==> src/rtl/descriptor_beat_packer.sv <==
// Packs signed int8 descriptor elements into 8-lane, 64-bit AXI-Stream beats.
// Short descriptors are zero-padded to DESC_LEN; framing errors raise sticky flags.
module descriptor_beat_packer #(
  parameter int DESC_LEN = 256
) (
  input  logic        clk,
  input  logic        rstn,
  input  logic [7:0]  s_axis_elem_tdata,
  input  logic        s_axis_elem_tvalid,
  input  logic        s_axis_elem_tlast,
  output logic        s_axis_elem_tready,
  output logic [63:0] m_axis_raw_tdata,
  output logic        m_axis_raw_tvalid,
  output logic        m_axis_raw_tlast,
  input  logic        m_axis_raw_tready,
  output logic        err_short,
  output logic        err_long,
  output logic [15:0] desc_count
);

  // state | meaning
  // FILL  | accepting elements into the pack register
  // PAD   | descriptor ended early; emitting zero beats up to the final beat

  localparam int BEATS = DESC_LEN / 8;
  localparam int BW = (BEATS > 1) ? $clog2(BEATS) : 1;
  localparam logic [BW-1:0] LAST_BEAT = BW'(BEATS - 1);

  typedef enum logic {
    FILL = 1'b0,
    PAD  = 1'b1
  } state_e;

  state_e        state_q, state_d;
  logic [2:0]    lane_q, lane_d;
  logic [BW-1:0] beat_q, beat_d;
  logic [55:0]   pack_q, pack_d;
  logic          out_valid_q, out_valid_d;
  logic [63:0]   out_data_q, out_data_d;
  logic          out_last_q, out_last_d;
  logic          err_short_q, err_short_d;
  logic          err_long_q, err_long_d;
  logic [15:0]   count_q, count_d;

  logic          slot_free;
  logic          beat_done;
  logic          last_beat;
  logic          accept;
  logic          m_hs;
  logic [63:0]   new_beat;

  assign slot_free = !out_valid_q || m_axis_raw_tready;
  assign beat_done = (lane_q == 3'd7) || s_axis_elem_tlast;
  assign last_beat = (beat_q == LAST_BEAT);
  assign accept    = s_axis_elem_tvalid && s_axis_elem_tready;
  assign m_hs      = out_valid_q && m_axis_raw_tready;

  always_ff @(posedge clk) begin
    if (!rstn) begin
      state_q <= FILL;
    end else begin
      state_q <= state_d;
    end
  end

  always_comb begin
    state_d = state_q;
    case (state_q)
      FILL: begin
        if (accept && beat_done && !last_beat && s_axis_elem_tlast) begin
          state_d = PAD;
        end
      end
      PAD: begin
        if (slot_free && last_beat) begin
          state_d = FILL;
        end
      end
      default: state_d = FILL;
    endcase
  end

  // Only beat-completing elements need the output slot, so ready is gated on it
  // combinationally and other elements never stall.
  always_comb begin
    s_axis_elem_tready = rstn && (state_q == FILL) && (slot_free || !beat_done);
  end

  always_comb begin
    new_beat = '0;
    for (int i = 0; i < 7; i++) begin
      if (3'(i) < lane_q) begin
        new_beat[i*8 +: 8] = pack_q[i*8 +: 8];
      end
    end
    for (int i = 0; i < 8; i++) begin
      if (3'(i) == lane_q) begin
        new_beat[i*8 +: 8] = s_axis_elem_tdata;
      end
    end
  end

  always_comb begin
    lane_d      = lane_q;
    beat_d      = beat_q;
    pack_d      = pack_q;
    out_valid_d = out_valid_q && !m_axis_raw_tready;
    out_data_d  = out_data_q;
    out_last_d  = out_last_q;
    err_short_d = err_short_q;
    err_long_d  = err_long_q;
    count_d     = count_q;

    if (m_hs && out_last_q) begin
      count_d = count_q + 16'd1;
    end

    if (accept && !beat_done) begin
      for (int i = 0; i < 7; i++) begin
        if (3'(i) == lane_q) begin
          pack_d[i*8 +: 8] = s_axis_elem_tdata;
        end
      end
      lane_d = lane_q + 3'd1;
    end else if (accept) begin
      out_valid_d = 1'b1;
      out_data_d  = new_beat;
      out_last_d  = last_beat;
      lane_d      = 3'd0;
      if (last_beat) begin
        beat_d = '0;
        if (!s_axis_elem_tlast) begin
          err_long_d = 1'b1;
        end
      end else begin
        beat_d = beat_q + 1'b1;
        if (s_axis_elem_tlast) begin
          err_short_d = 1'b1;
        end
      end
    end else if (state_q == PAD && slot_free) begin
      out_valid_d = 1'b1;
      out_data_d  = '0;
      out_last_d  = last_beat;
      beat_d      = last_beat ? '0 : beat_q + 1'b1;
    end
  end

  always_ff @(posedge clk) begin
    if (!rstn) begin
      lane_q      <= '0;
      beat_q      <= '0;
      pack_q      <= '0;
      out_valid_q <= 1'b0;
      out_data_q  <= '0;
      out_last_q  <= 1'b0;
      err_short_q <= 1'b0;
      err_long_q  <= 1'b0;
      count_q     <= '0;
    end else begin
      lane_q      <= lane_d;
      beat_q      <= beat_d;
      pack_q      <= pack_d;
      out_valid_q <= out_valid_d;
      out_data_q  <= out_data_d;
      out_last_q  <= out_last_d;
      err_short_q <= err_short_d;
      err_long_q  <= err_long_d;
      count_q     <= count_d;
    end
  end

  assign m_axis_raw_tdata  = out_data_q;
  assign m_axis_raw_tvalid = out_valid_q;
  assign m_axis_raw_tlast  = out_last_q;
  assign err_short         = err_short_q;
  assign err_long          = err_long_q;
  assign desc_count        = count_q;

endmodule

==> config.mk <==
export PLATFORM = sky130hd
export DESIGN_NAME = descriptor_beat_packer
export DESIGN_NICKNAME = d
export VERILOG_FILES = /design/src/rtl/descriptor_beat_packer.sv
export SDC_FILE = /design/constraint.sdc
export NUM_CORES = 1
export LEC_CHECK = 0
export CAP_MARGIN = 20
export CORE_ASPECT_RATIO = 0.7
export CORE_MARGIN = 5
export CORE_UTILIZATION = 45
export CTS_BUF_LIST = sky130_fd_sc_hd__clkbuf_8
export CTS_CLUSTER_DIAMETER = 120
export DETAILED_ROUTE_END_ITERATION = 7
export HOLD_SLACK_MARGIN = 0.05
export PLACE_DENSITY = 0.71
export SLEW_MARGIN = 20
export SYNTH_ARGS = -nofsm -noshare
export SYNTH_HDL_FRONTEND = slang
export SYNTH_SLANG_ARGS = --single-unit
export TNS_END_PERCENT = 5
==> constraint.sdc <==
create_clock -name clk -period 2.8 [get_ports clk]
set_input_delay 0.56 -clock clk [delete_from_list [all_inputs] [get_ports clk]]
set_output_delay 0.56 -clock clk [all_outputs]
set_load 0.01 [all_outputs]
==> results of run 1 <==
[metrics by stage]
stage,std cells,setup slack (ps),utilization,hold WS (ps)
finish,951,151.6,0.5666,460.6
global route,951,27.01,0.5666,481.6
CTS,951,144.1,0.5663,465.6
detailed placement,919,131.2,0.5370,449.1
global placement,919,188.1,0.5370,447.9
floorplan,664,642.0,-,453.5
[cell families after synthesis]
| group | after synthesis | share of synthesized area |
|---|---|---|
| simple gates | 213 | 0.1703 |
| compound gates | 167 | 0.1850 |
| flops | 149 | 0.4794 |
| buf+inv | 61 | 0.04504 |
| mux | 59 | 0.09491 |
| xor+xnor | 8 | 0.01126 |
| fa+ha+maj | 7 | 0.01408 |
[worst max path at each step]
stage	startpoint	endpoint	slack (ps)	cells past startpoint
after floorplan	lane_q[0]$_SDFFE_PN0P_	m_axis_raw_tdata[16]$_SDFFE_PN0P_	640	10
after global placement	m_axis_raw_tready	s_axis_elem_tready	190	4
after detailed placement	s_axis_elem_tlast	s_axis_elem_tready	130	4
after CTS	lane_q[0]$_SDFFE_PN0P_	s_axis_elem_tready	140	5
after global routing	lane_q[0]$_SDFFE_PN0P_	s_axis_elem_tready	30	5
final	lane_q[0]$_SDFFE_PN0P_	s_axis_elem_tready	150	5
[state kept, by name (all words and copies together), names as in the netlist]
| name | count |
|---|---|
| lane_q | 3 |
| desc_count | 16 |
| state_q | 1 |
| m_axis_raw_tlast | 1 |
| err_long | 1 |
| m_axis_raw_tdata | 64 |
| beat_q | 5 |
| err_short | 1 |
| m_axis_raw_tvalid | 1 |
| pack_q | 56 |
[cell type report]
type / instances / area, um^2 / share of cell area
flip-flops and latches: 149 / 2983 / 0.3832
multi-input cells: 454 / 2970 / 0.3816
clock inverters: 15 / 170.2 / 0.02186
clock buffers: 17 / 234.0 / 0.03006
repair buffers: 122 / 1174 / 0.1508
well taps: 190 / 237.7 / 0.03054
inverters: 4 / 15.01 / 0.001929
[routing by layer]
metal / vias up / track usage / wire length, um
met5: - / 0 / 0
met4: 0 / 0.05809 / 215
met3: 20 / 0.05656 / 1269
met2: 209 / 0.3198 / 7541
met1: 2618 / 0.2986 / 7943
li1: 2563 / - / -
[power by group through the flow]
| stage | registers (mW) | clock network [mW] | logic (mW) |
|---|---|---|---|
| 6_report | 2.15 | 1.71 | 0.265 |
| 5_1_grt | 2.15 | 1.84 | 0.288 |
| 4_1_cts | 2.15 | 1.74 | 0.263 |
| 3_5_place_dp | 2.20 | 0 | 0.263 |
| 3_3_place_gp | 2.20 | 0 | 0.256 |
| 2_1_floorplan | 2.20 | 0 | 0.152 |
[cell usage in the layout (no fill, tap or decap), types with 5 or more instances in the layout]
| cell type | Yosys | final |
|---|---|---|
| sky130_fd_sc_hd__nor2_1 | 101 | 101 |
| sky130_fd_sc_hd__nand3_1 | 22 | 22 |
| sky130_fd_sc_hd__inv_6 | 0 | 5 |
| sky130_fd_sc_hd__nand2_1 | 33 | 33 |
| sky130_fd_sc_hd__ha_1 | 7 | 7 |
| sky130_fd_sc_hd__mux2i_1 | 59 | 59 |
| sky130_fd_sc_hd__or3_1 | 10 | 10 |
| sky130_fd_sc_hd__a22o_1 | 9 | 9 |
| sky130_fd_sc_hd__o21ai_1 | 23 | 22 |
| sky130_fd_sc_hd__a22oi_1 | 51 | 51 |
| sky130_fd_sc_hd__buf_4 | 5 | 23 |
| sky130_fd_sc_hd__clkbuf_8 | 0 | 17 |
| sky130_fd_sc_hd__o21a_1 | 7 | 7 |
| sky130_fd_sc_hd__xor2_1 | 5 | 5 |
| sky130_fd_sc_hd__dfxtp_1 | 149 | 149 |
| sky130_fd_sc_hd__o21ai_0 | 12 | 12 |
| sky130_fd_sc_hd__a21oi_1 | 18 | 18 |
| sky130_fd_sc_hd__a31oi_1 | 10 | 10 |
| sky130_fd_sc_hd__clkdlybuf4s50_1 | 0 | 96 |
| sky130_fd_sc_hd__o2bb2ai_1 | 19 | 19 |
| sky130_fd_sc_hd__and3_1 | 8 | 8 |
[critical path, stage by stage (launching register included)]
cell                            delay (ps)
sky130_fd_sc_hd__dfxtp_1               320
sky130_fd_sc_hd__ha_1                  190
sky130_fd_sc_hd__ha_1                  250
sky130_fd_sc_hd__or2_1                 270
sky130_fd_sc_hd__a211oi_1              290
sky130_fd_sc_hd__dlygate4sd2_1         310
[repair_timing]
item | in CTS | in global routing
hold buffers | 0 | 0
setup endpoints to repair | 1 | 0
resized for setup | 1 | 0
==> flow_summary.ini, run 1 <==
[outcome]
run_status = complete, no violations

[floorplanning]
die_area_um2 = 16320
core_area_um2 = 13740
floorplan.die.width_um = 150.5
initial_core_util = 0.4529
die_h_um = 108.4
io_pins = 98
row_count = 36

[logic_synthesis]
synth-main-ff-cell = sky130_fd_sc_hd__dfxtp_1
synth_nets = 684
seq_total_area_yosys = 0.4794
synthDominantCellAreaShare = 0.4794
synth_cells = 664
synth.avg_cell_area_um2 = 9.371
netlist_area_um2 = 6222
post_synth_most_frequent_cells = sky130_fd_sc_hd__dfxtp_1 (149), sky130_fd_sc_hd__nor2_1 (101), sky130_fd_sc_hd__mux2i_1 (59), sky130_fd_sc_hd__a22oi_1 (51), sky130_fd_sc_hd__nand2_1 (33)
yosys.cell_count.top_type = sky130_fd_sc_hd__dfxtp_1
synth_top_cell_by_area = sky130_fd_sc_hd__dfxtp_1
synthesis_warnings = 0
synth.top_cells.by_area = sky130_fd_sc_hd__dfxtp_1 (48%), sky130_fd_sc_hd__mux2i_1 (9.5%), sky130_fd_sc_hd__a22oi_1 (6.2%)
synth-seq-cells = 149
synth-edff-count = 0
synth_cell_types = 52
ffs_w_async_s_r_synth = 0

[global_route]
grt_start_max_net_pins = 117
grt_pass1_vias = 5270
global_route.usage.total = 0.2116
grt_antenna_before_repair = 0
global_route.overflow_total = 0
grt_pass1_wl_um = 27300

[routing]
routedWlPerCell_um = 17.84
dr_total_vias = 5410
drtAntennaViolNets = 0
initialDrtViolationCount = 386
route.detailed.drc = 0
drt-pass1-iter-count = 5
totalWireLength_um = 16970
post_drt_via_cell_ratio = 5.689

[pwr]
sw_frac_of_total = 0.2630
post_route_total_power_mw = 4.123
power.clock.fraction = 0.415
combPwrFrac = 0.064
reported_leakage_power_nw = 2.859
cellInternalPower_mw = 3.038
max-vdd-ir-drop_uv = 308.6
p_per_area_nw_per_um2 = 529.7
power.sequential.fraction = 0.521
power.switching_mw = 1.084

[critical_path]
startpoint_type = flip-flop
worst_setup_path_end_kind = primary output
worst-endpoint-arrival_ps = 2090
timing.critical_path.required_ps = 2240
r2r_cells = 7
rrSetupSlack_ps = 340
crit_type = reg2out
crit-reg2reg-capture = pack_q[35]$_SDFFE_PN0P_
reg2reg_from = lane_q[1]$_SDFFE_PN0P_
critical_path.max_fanout = 4

[cells_and_area]
final.fill_count = 1225
finish.net_count = 768
antenna_cells_inserted = 0
post_route_cells_drive_above_1_share = 0.09198
finish.instance_area_um2 = 7784
flow.area_growth_from_synthesis_pct = 25.10

[timing]
setup_total_neg_slack_ps = 0
max_slew.worst_pin.slew_ps = 837.4
min_period_over_period = 0.9459
slew_headroom = 0.4417
finalCriticalPeriod_ps = 2648
finClkSkew_ps = 9.168
final-max-slew-violation-count = 0
setup_violations = 0
rsz_0062_raised_after_global_routing = false
timing_hold_violations_final = 0
fmax_mhz = 377.6

[place]
last_weighted_congestion_value_of_the_routability_driven_placer = 0.8422
postPlaceCellArea_um2 = 7377
detailed_place_hpwl_um = 11720
io_buffers = 97

[clocking]
clk_path_buf_depth = 2
tritoncts = built
cts_made_buffers = 17
worst_skew_pair.late_latency_ps = 460
h_tree_levels = 4
cts_root_buf = sky130_fd_sc_hd__clkbuf_8
postCtsSetupRepairBufs = 0
clk_pin_slew_ps = 80
tritoncts_num_sinks = 149

[hold_path]
whs_path_depth = 2
holdCritPathClass = reg2reg
whs_endpoint = m_axis_raw_tdata[28]$_SDFFE_PN0P_
min-delay-start = m_axis_raw_tdata[28]$_SDFFE_PN0P_

[job]
max_cap_violations = 0
Note: power is estimated with default switching activity, not from simulation.
==> run 2, diff against run 1 <==
- ABC_AREA: not set -> 1
- PLACE_DENSITY: 0.71 -> 0.8
- clock period: 2.8 -> 2.3 ns (I/O delays scaled with it)
==> run 2 against run 1 <==
Compared with the run above:
- non-clock buffer count grew 4
- synthesized area grew 1.9%
- worst setup slack got worse by 14 ps
- global-route usage down 0.20 points
- sequential power up 24%
- via count rose by 15%
- critical endpoint unchanged
- largest cell class unchanged
==> flow_summary.ini, run 2 <==
[outcome]
run_status = complete, no violations

[cells_and_area]
sequential_cell_area_um2 = 2983
flow.area_growth_from_synthesis_pct = 25.00
post_route_cells_drive_above_1_share = 0.07825
finish.instance_area_um2 = 7926
antenna_cells_inserted = 0
layout_commonest_cell = sky130_fd_sc_hd__a21oi_1
mostFrequentLayoutCells = sky130_fd_sc_hd__a21oi_1 (157), sky130_fd_sc_hd__dfxtp_1 (149), sky130_fd_sc_hd__nand2_1 (148)
largest_register_ffs = 64
final.fill_count = 1349
finish.net_count = 993
total_area_of_multi_input_combinational_cells_um2 = 2889

[routing]
initialDrtViolationCount = 566
route.detailed.drc = 0
m1WireLength_um = 8150
dr_total_vias = 6234
dr_wl_met2_um = 7702
routedWlPerCell_um = 14.89
drt-pass1-iter-count = 7
drtAntennaViolNets = 0
post_drt_via_cell_ratio = 5.310
totalWireLength_um = 17480
highest-signal-layer = met4
met3WireLength_um = 1475

[logic_synthesis]
ffs_w_async_s_r_synth = 0
netlist_area_um2 = 6341
seq_total_area_yosys = 0.4704
synthDominantCellAreaShare = 0.4704
post_synth_most_frequent_cells = sky130_fd_sc_hd__a21oi_1 (157), sky130_fd_sc_hd__dfxtp_1 (149), sky130_fd_sc_hd__nand2_1 (148), sky130_fd_sc_hd__nor2_1 (123), sky130_fd_sc_hd__o21ai_0 (106)
synth.avg_cell_area_um2 = 7.264
synth.top_cells.by_area = sky130_fd_sc_hd__dfxtp_1 (47%), sky130_fd_sc_hd__a21oi_1 (12%), sky130_fd_sc_hd__nand2_1 (8.8%)
synth-main-ff-cell = sky130_fd_sc_hd__dfxtp_1
synth_nets = 893
synth-edff-count = 0
synth_cell_types = 29
synth_top_cell_by_area = sky130_fd_sc_hd__dfxtp_1
synth-seq-cells = 149
synthesis_warnings = 0
synth_cells = 873
yosys.cell_count.top_type = sky130_fd_sc_hd__a21oi_1

[pwr]
cellInternalPower_mw = 3.730
power.switching_mw = 1.279
power.sequential.fraction = 0.532
max-vdd-ir-drop_uv = 379.0
combPwrFrac = 0.091
power.clock.fraction = 0.376
reported_leakage_power_nw = 2.894
sw_frac_of_total = 0.2553
post_route_total_power_mw = 5.009
p_per_area_nw_per_um2 = 631.9

[timing]
finalCriticalPeriod_ps = 2163
setup_total_neg_slack_ps = 0
setup_violations = 0
max_slew.worst_pin.slew_ps = 825.5
final-max-slew-violation-count = 0
fmax_mhz = 462.4
final.setup.worst_slack_ps = 137.5
timing_hold_violations_final = 0
min_period_over_period = 0.9402
rsz_0062_raised_after_global_routing = false
hold-worst-slack_ps = 450.7
slew_headroom = 0.4497
finClkSkew_ps = 11.18

[critical_path]
worst-endpoint-arrival_ps = 1700
critical_path.max_fanout = 3
timing.critical_path.required_ps = 1840
startpoint_type = flip-flop
rrSetupSlack_ps = 240
worst_setup_path_end_kind = primary output
crit_type = reg2out

[floorplanning]
core_area_um2 = 13870
row_count = 36
die_area_um2 = 16600
initial_core_util = 0.4571
floorplan.die.width_um = 151.9
io_pins = 98
die_h_um = 109.3

[place]
last_weighted_congestion_value_of_the_routability_driven_placer = 0.8496
detailedPlace.worstSlack_ps = 75.96
postPlaceCellArea_um2 = 7557
io_buffers = 97
detailed_place_hpwl_um = 12140

[global_route]
grt_start_max_net_pins = 76
grt_pass1_vias = 5622
grt_pass1_wl_um = 28400
global_route.overflow_total = 0
global_route.usage.total = 0.2096
grt_antenna_before_repair = 0

[clocking]
cts_made_buffers = 17
clk_path_buf_depth = 2
cts_root_buf = sky130_fd_sc_hd__clkbuf_8
clk_pin_slew_ps = 80
tritoncts_num_sinks = 149
h_tree_levels = 4
tritoncts = built
worst_skew_pair.late_latency_ps = 450

[job]
max_cap_violations = 0

[hold_path]
holdCritPathClass = reg2reg
==> run 2: layout make-up <==
cell class | instances | area share
flip-flops and latches | 149 | 0.3763
multi-input cells | 612 | 0.3645
repair buffers | 126 | 0.1523
clock buffers | 20 | 0.03473
inverters | 67 | 0.03173
well taps | 190 | 0.02999
clock inverters | 10 | 0.01042
==> run 2: repair_timing <==
action                                  in CTS  in global routing
endpoints found under the hold margin        0                  0
setup buffers                                0                  1
hold buffers                                 0                  0
pin swaps                                    1                  1
endpoints found under the setup margin       1                  1
resized for setup                            2                  1
==> run 2: layer usage <==
metal | track usage | vias up
met4 | 0.05452 | 0
met2 | 0.3226 | 237
met1 | 0.2970 | 2872
li1 | - | 3108
met3 | 0.05153 | 17
met5 | 0 | -
==> run 2: path summary, 6_finish.rpt <==
path	startpoint	endpoint	cells past startpoint
min	pack_q[41]$_SDFFE_PN0P_	pack_q[41]$_SDFFE_PN0P_	2
max reg2reg	lane_q[0]$_SDFFE_PN0P_	pack_q[34]$_SDFFE_PN0P_	9
min reg2reg	pack_q[41]$_SDFFE_PN0P_	pack_q[41]$_SDFFE_PN0P_	2
max	lane_q[0]$_SDFFE_PN0P_	s_axis_elem_tready	5
==> run 2: cell families (layout without fill, tap and decap cells) <==
group                      after synthesis  count (layout)  share of synthesized area
adders and majority gates                7               7                    0.01381
buffers and inverters                  112             223                    0.07478
AOI/OAI and AO/OA                      285             285                     0.2313
and+or+nand+nor                        320             320                     0.2097
DFF                                    149             149                     0.4704
==> run 2: critical path: stages, from the launching register on <==
cell	delay (ps)
sky130_fd_sc_hd__dfxtp_1	330
sky130_fd_sc_hd__ha_1	210
sky130_fd_sc_hd__ha_2	200
sky130_fd_sc_hd__nor2_2	140
sky130_fd_sc_hd__o21a_1	130
sky130_fd_sc_hd__dlygate4sd2_1	260
==> run 2: per-stage QoR <==
step	instances	utilization
finish	1174	0.5713
global route	1174	0.5713
CTS	1173	0.5706
detailed placement	1143	0.5447
global placement	1143	0.5447
floorplan	873	-
==> run 2: power by group through the flow <==
stage	logic [mW]	clock network [mW]	registers, mW
5_1_grt	0.502	2.01	2.67
4_1_cts	0.453	1.92	2.67
2_1_floorplan	0.224	0	2.74
6_report	0.458	1.89	2.67
3_3_place_gp	0.445	0	2.73
3_5_place_dp	0.451	0	2.73
